$ cat src/rtl/implication_queue.sv
// Implication queue between the clause evaluators and the trail stage: filters
// duplicate and conflicting unit implications and buffers the rest in a FIFO.
`ifndef MAX_VARS_BITS
`define MAX_VARS_BITS 8
`endif

module implication_queue #(
    parameter int DEPTH        = 16,
    parameter int NUM_VARIABLE = 128,
    parameter int VAR_BITS     = `MAX_VARS_BITS
) (
    input  logic                       clock,
    input  logic                       reset_n,
    input  logic                       in_valid,
    input  logic [VAR_BITS-1:0]        in_var,
    input  logic                       in_val,
    output logic                       in_ready,
    output logic                       out_valid,
    output logic [VAR_BITS-1:0]        out_var,
    output logic                       out_val,
    input  logic                       out_ready,
    input  logic                       flush,
    output logic                       conflict,
    output logic [VAR_BITS-1:0]        conflict_var,
    output logic                       overflow,
    output logic [$clog2(DEPTH):0]     count
);

    localparam int PTR_BITS = $clog2(DEPTH);
    localparam int CNT_BITS = PTR_BITS + 1;
    localparam logic [CNT_BITS-1:0] DEPTH_CNT = CNT_BITS'(DEPTH);
    localparam logic [31:0] NUM_VAR_U = NUM_VARIABLE;

    typedef enum logic {
        ST_RUN,
        ST_CONFLICT
    } state_t;

    state_t                  state_reg, state_next;
    logic [PTR_BITS-1:0]     rd_ptr_reg, wr_ptr_reg;
    logic [CNT_BITS-1:0]     count_reg, count_next;
    logic [VAR_BITS:0]       mem [DEPTH];
    logic [NUM_VARIABLE-1:0] pend_reg, pend_next;
    logic [NUM_VARIABLE-1:0] pval_reg, pval_next;
    logic                    conflict_reg, overflow_reg;
    logic [VAR_BITS-1:0]     conflict_var_reg;

    logic                    full, empty, head_valid, pop;
    logic [VAR_BITS-1:0]     head_var;
    logic                    head_val;
    logic                    push_req, in_range, hit, hit_val;
    logic                    drop_range, dup, conf, drop_full, enq;
    logic [NUM_VARIABLE-1:0] sel_in, set_bit, clr_bit;

    assign full       = (count_reg == DEPTH_CNT);
    assign empty      = (count_reg == '0);
    assign head_valid = (state_reg == ST_RUN) && !empty;
    assign pop        = head_valid && out_ready && !flush;
    assign {head_var, head_val} = mem[rd_ptr_reg];

    // Per-variable decode of the incoming index and of the popping head.
    genvar gi;
    generate
        for (gi = 0; gi < NUM_VARIABLE; gi++) begin : g_pend
            assign sel_in[gi]  = (in_var == VAR_BITS'(gi));
            assign set_bit[gi] = enq && sel_in[gi];
            assign clr_bit[gi] = pop && (head_var == VAR_BITS'(gi));
        end
    endgenerate

    // Classification uses only registered pend state, so a same-cycle pop of
    // the same variable still counts as pending.
    assign push_req   = in_valid && (state_reg == ST_RUN) && !flush;
    assign in_range   = (32'(in_var) < NUM_VAR_U);
    assign hit        = |(pend_reg & sel_in);
    assign hit_val    = |(pval_reg & sel_in);
    assign drop_range = push_req && !in_range;
    assign dup        = push_req && in_range && hit && (hit_val == in_val);
    assign conf       = push_req && in_range && hit && (hit_val != in_val);
    assign drop_full  = push_req && in_range && !hit && full && !pop;
    assign enq        = push_req && in_range && !hit && !(full && !pop);

    assign pend_next  = flush ? '0 : ((pend_reg & ~clr_bit) | set_bit);
    assign pval_next  = (pval_reg & ~set_bit) | (set_bit & {NUM_VARIABLE{in_val}});
    assign count_next = flush ? '0
                      : (count_reg + CNT_BITS'(enq) - CNT_BITS'(pop));

    always_comb begin
        state_next = state_reg;
        if (flush) begin
            state_next = ST_RUN;
        end else if (conf) begin
            state_next = ST_CONFLICT;
        end
    end

    always_ff @(posedge clock or negedge reset_n) begin
        if (!reset_n) begin
            state_reg        <= ST_RUN;
            rd_ptr_reg       <= '0;
            wr_ptr_reg       <= '0;
            count_reg        <= '0;
            pend_reg         <= '0;
            pval_reg         <= '0;
            conflict_reg     <= 1'b0;
            conflict_var_reg <= '0;
            overflow_reg     <= 1'b0;
        end else begin
            state_reg <= state_next;
            count_reg <= count_next;
            pend_reg  <= pend_next;
            pval_reg  <= pval_next;
            if (flush) begin
                rd_ptr_reg       <= '0;
                wr_ptr_reg       <= '0;
                conflict_reg     <= 1'b0;
                conflict_var_reg <= '0;
                overflow_reg     <= 1'b0;
            end else begin
                if (enq) begin
                    wr_ptr_reg <= wr_ptr_reg + PTR_BITS'(1);
                end
                if (pop) begin
                    rd_ptr_reg <= rd_ptr_reg + PTR_BITS'(1);
                end
                if (conf) begin
                    conflict_reg     <= 1'b1;
                    conflict_var_reg <= in_var;
                end
                if (drop_range || drop_full) begin
                    overflow_reg <= 1'b1;
                end
            end
        end
    end

    // Storage needs no reset: only entries between the pointers are ever read.
    always_ff @(posedge clock) begin
        if (enq) begin
            mem[wr_ptr_reg] <= {in_var, in_val};
        end
    end

    assign in_ready     = (state_reg == ST_RUN) && (!full || (out_ready && head_valid));
    assign out_valid    = head_valid;
    assign out_var      = head_valid ? head_var : '0;
    assign out_val      = head_valid && head_val;
    assign conflict     = conflict_reg;
    assign conflict_var = conflict_var_reg;
    assign overflow     = overflow_reg;
    assign count        = count_reg;

    logic unused_dup;
    assign unused_dup = dup;

endmodule

$ cat config.mk
export PLATFORM = sky130hd
export DESIGN_NAME = implication_queue
export DESIGN_NICKNAME = d
export VERILOG_FILES = /design/src/rtl/implication_queue.sv
export SDC_FILE = /design/constraint.sdc
export NUM_CORES = 1
export LEC_CHECK = 0
export CAP_MARGIN = 20
export CORE_MARGIN = 8
export CORE_UTILIZATION = 62
export CTS_CLUSTER_SIZE = 10
export DETAILED_ROUTE_END_ITERATION = 8
export PLACE_DENSITY = 0.89
export SLEW_MARGIN = 20
export SYNTH_ARGS = -nofsm -noshare
export SYNTH_HDL_FRONTEND = slang
export SYNTH_SLANG_ARGS = --single-unit
$ cat constraint.sdc
create_clock -name clock -period 4.8 [get_ports clock]
set_clock_uncertainty 0.2 [all_clocks]
set_input_delay 0.48 -clock clock [delete_from_list [all_inputs] [get_ports clock]]
set_output_delay 0.48 -clock clock [all_outputs]
set_load 0.01 [all_outputs]
==> impl_table.tex <==
\begin{tabular}{lr}
\hline
Metric & Value \\
\hline
\multicolumn{2}{l}{\textbf{Finish}} \\
\quad FILL cells & 2,078 \\
\quad Area overhead of the layout relative to synthesis & 13.8\% \\
\quad Sequential cell area & roughly 0.011 sq mm \\
\quad Number of nets in the finished design & 1,741 \\
\quad Share of cells above drive strength 1 & about 20\% \\
\quad Multi-input logic area & a little under 0.008 sq mm \\
\multicolumn{2}{l}{\textbf{Logic synthesis}} \\
\quad Yosys warning count & 0 \\
\quad Gate Count Post-Synth & 1,634 \\
\quad Post-synthesis net count & 1,660 \\
\quad Number of distinct standard cells referenced by the synthesized netlist & 76 \\
\quad Sequential cell area fraction in the yosys report & 57.3\% \\
\quad EDFF count, synth & 144 \\
\quad Library cell with the highest instance count after synthesis & sky130\_fd\_sc\_hd\_\_dfrtp\_1 \\
\quad Yosys reg bits & 423 \\
\quad Main synth FF type & sky130\_fd\_sc\_hd\_\_dfrtp\_1 \\
\quad Area share of the leading cell type in the synthesized netlist & 35.4\% \\
\quad Average footprint of a synthesized cell & 12.1 sq um \\
\quad Synth top area cells & sky130\_fd\_sc\_hd\_\_dfrtp\_1 35\%, sky130\_fd\_sc\_hd\_\_edfxtp\_1 22\%, sky130\_fd\_sc\_hd\_\_mux2\_2 5.6\% \\
\quad Synth async-reset ratio & 66.0\% \\
\quad Area of the mapped netlist & $\sim$0.02 sq mm \\
\quad Most area-hungry cell type in the Yosys netlist & sky130\_fd\_sc\_hd\_\_dfrtp\_1 \\
\quad Ranking of synthesized cells by instance count & 279 x sky130\_fd\_sc\_hd\_\_dfrtp\_1, 159 x sky130\_fd\_sc\_hd\_\_nand2\_1, 158 x sky130\_fd\_sc\_hd\_\_a21oi\_1 \\
\multicolumn{2}{l}{\textbf{Setup path}} \\
\quad Arrival time reported for the critical path endpoint & between 3 and 4 ns \\
\quad Required time of the worst setup path & 4.12 ns \\
\quad Setup crit start & rd\_ptr\_reg[2] \\
\quad Start of the worst register-to-register path & rd\_ptr\_reg[2] \\
\quad Type of the worst setup path & register to primary output \\
\quad Worst-path fanout max & 13 \\
\quad CP Capture Type & primary output \\
\quad Reg2reg end & pend\_reg[106] \\
\quad Critical Path Sink & out\_var[3] \\
\quad Crit start category & register \\
\quad Reg2reg setup slack & 0.71 ns \\
\quad Worst Reg2Reg Path Length in Cells & 8 \\
\multicolumn{2}{l}{\textbf{Power and ir drop}} \\
\quad Power Dens Cells & 382 mW/mm\^{}2 \\
\quad Worst voltage drop across the vdd grid & around 0.31 mV \\
\quad Lkg Pwr & just over 9 nW \\
\multicolumn{2}{l}{\textbf{CTS}} \\
\quad Number of buffers created by CTS & 48 \\
\quad Clock net sink count & 423 \\
\quad Post-CTS Resized & 0 \\
\quad H-Tree Level Count & 2 \\
\quad Clock root buffer & sky130\_fd\_sc\_hd\_\_clkbuf\_16 \\
\quad Buffer levels on the longest clock path & 3 \\
\quad Clock-pin transition on the worst setup and hold timing paths & 0.06 ns \\
\quad CTS tree & yes \\
\quad Clock latency at the later pin of the worst-skew pair & 0.56 ns \\
\multicolumn{2}{l}{\textbf{Route}} \\
\quad Drc violations & 0 \\
\quad Final wirelength & just under 70,000 um \\
\quad Routed length per instance & 31.5 um \\
\quad TritonRoute pass-1 iters & 6 \\
\quad Post-DR vias/cell & 7.34 \\
\quad Post-detailed-route count of antenna-violating nets & 0 \\
\quad DRC marker count from the first detailed-route iteration & $\sim$2,400 \\
\quad Vias after detailed routing & 15,700 \\
\multicolumn{2}{l}{\textbf{STA}} \\
\quad Minimum period implied by the final worst setup slack & 4.33 ns \\
\quad Minimum hold slack & 0.0722 ns \\
\quad Final number of setup-violating endpoints & 0 \\
\quad Slew at the pin closest to its max-slew limit & just under 1 ns \\
\quad Final count of hold timing violations & 0 \\
\quad Final TNS setup & 0 ns \\
\quad Period utilization & $\sim$90\% \\
\quad Unrepaired setup endpoints after global routing & no \\
\quad Slew margin rel. & 34.0\% \\
\quad Max-slew violation count & 0 \\
\quad Achievable Freq & 231 MHz \\
\multicolumn{2}{l}{\textbf{Global route}} \\
\quad GRT Residual Overflow & 0 \\
\quad Number of global-route vias before repair & around 16,000 \\
\quad Wire length of the first global-routing pass & 101,000 um \\
\quad Pin count of the biggest net entering global routing & $\sim$120 \\
\quad GRT Overall Usage & between 30\% and 40\% \\
\quad Initial antenna violation count & 6 \\
\multicolumn{2}{l}{\textbf{Placed design}} \\
\quad Port-buffer cells & 39 \\
\quad Half-perimeter wire length after detailed placement & 45,000 um \\
\quad GPL Wtd Cong & 1.09 \\
\multicolumn{2}{l}{\textbf{Die}} \\
\quad Chip Width & 194 um \\
\quad Vertical die dimension & 194 um \\
\quad Core outline area & roughly 0.031 sq mm \\
\quad Starting density of the core & a little over three fifths \\
\quad Cell row count & 65 \\
\quad Die footprint & 0.0378 sq mm \\
\quad Top-level port count & 40 \\
\multicolumn{2}{l}{\textbf{Run}} \\
\quad Max-cap violations & 0 \\
\multicolumn{2}{l}{\textbf{Outcome}} \\
\quad Outcome & complete, no violations \\
\multicolumn{2}{l}{\textbf{Min path}} \\
\quad Worst min-delay path class & input pin to register \\
\hline
\end{tabular}
## cells by family after synthesis
| logic type | share of synthesized area [%] |
|---|---|
| simple gates | 10.9 |
| flops | 57.3 |
| buf+inv | 3.46 |
| xor+xnor | 0.400 |
| compound gates | 13.7 |
| fa+ha+maj | 0.799 |
| mux | 13.5 |
## critical path, stage by stage (launching register included)
cell,delay [ns]
sky130_fd_sc_hd__dfrtp_1,0.62
sky130_fd_sc_hd__and2_1,0.44
sky130_fd_sc_hd__a221oi_1,0.80
sky130_fd_sc_hd__o21ai_0,0.26
sky130_fd_sc_hd__nand2_1,0.26
sky130_fd_sc_hd__and2_1,0.17
sky130_fd_sc_hd__clkdlybuf4s50_1,0.54
## what timing repair did
item                      4_1_cts  5_1_grt
hold endpoints to repair      112        0
hold buffers                    1        0
buffers inserted                0        0
## worst min-delay path by stage
stage | endpoint | slack, ns | cells after the start | from
global route | conflict | 0.08 | 2 | flush
finish | count[4] | 0.07 | 2 | flush
CTS | count[4] | 0.06 | 2 | flush
floorplan | asynchronous set/reset pin | -0.02 | 0 | reset_n
detailed placement | register | 0.28 | 1 | register
global placement | register | 0.27 | 1 | register
## routing by layer
metal / routed length [um] / vias to the layer above / GRT usage, %
li1: - / 6285 / -
met4: 4880 / 6 / 20.9
met1: 24300 / 7784 / 45.6
met2: 29600 / 1307 / 52.4
met3: 8560 / 322 / 10.2
met5: 42 / - / 0
## power by group
| part | internal [W] | switching (W) |
|---|---|---|
| registers | 0.00379 | 0.0000569 |
| clock network | 0.00183 | 0.00139 |
| logic | 0.000578 | 0.000934 |
## cell usage in the layout (no fill, tap or decap), drive strengths merged, types with 8 or more instances in the layout
cell type / instances
edfxtp: 144
nand4: 20
nor3b: 13
and2: 21
nand3: 39
mux2i: 38
a22o: 18
clkbuf: 67
nor4: 10
nand2: 159
a21oi: 158
mux4: 29
dfrtp: 279
and3: 14
nor4b: 9
clkdlybuf4s50: 32
o21ai: 141
buf: 125
ha: 11
nor2: 39
a221oi: 20
nor4bb: 11
o211ai: 8
inv: 25
mux2: 144
a22oi: 52
## stage by stage
stage | setup slack (ns) | utilization, % | power (W) | std cells | instance area [sq um]
2_1_floorplan | 0.892 | - | 0.00469 | 1634 | 19700
3_3_place_gp | 0.274 | 67.1 | 0.00533 | 2066 | 21100
3_5_place_dp | 0.276 | 67.1 | 0.00537 | 2066 | 21100
4_1_cts | 0.529 | 71.3 | 0.00855 | 2138 | 22400
5_1_grt | 0.339 | 71.3 | 0.00878 | 2138 | 22400
6_report | 0.471 | 71.3 | 0.00857 | 2140 | 22500
## layout make-up
cell class,count,share of cell area (%)
well taps,402,2.24
clock inverters,4,0.223
multi-input cells,1061,35.0
diodes,2,0.0223
repair buffers,158,6.15
clock buffers,67,5.67
inverters,23,0.385
flip-flops and latches,423,50.4
Note: power is estimated with default switching activity, not from simulation.
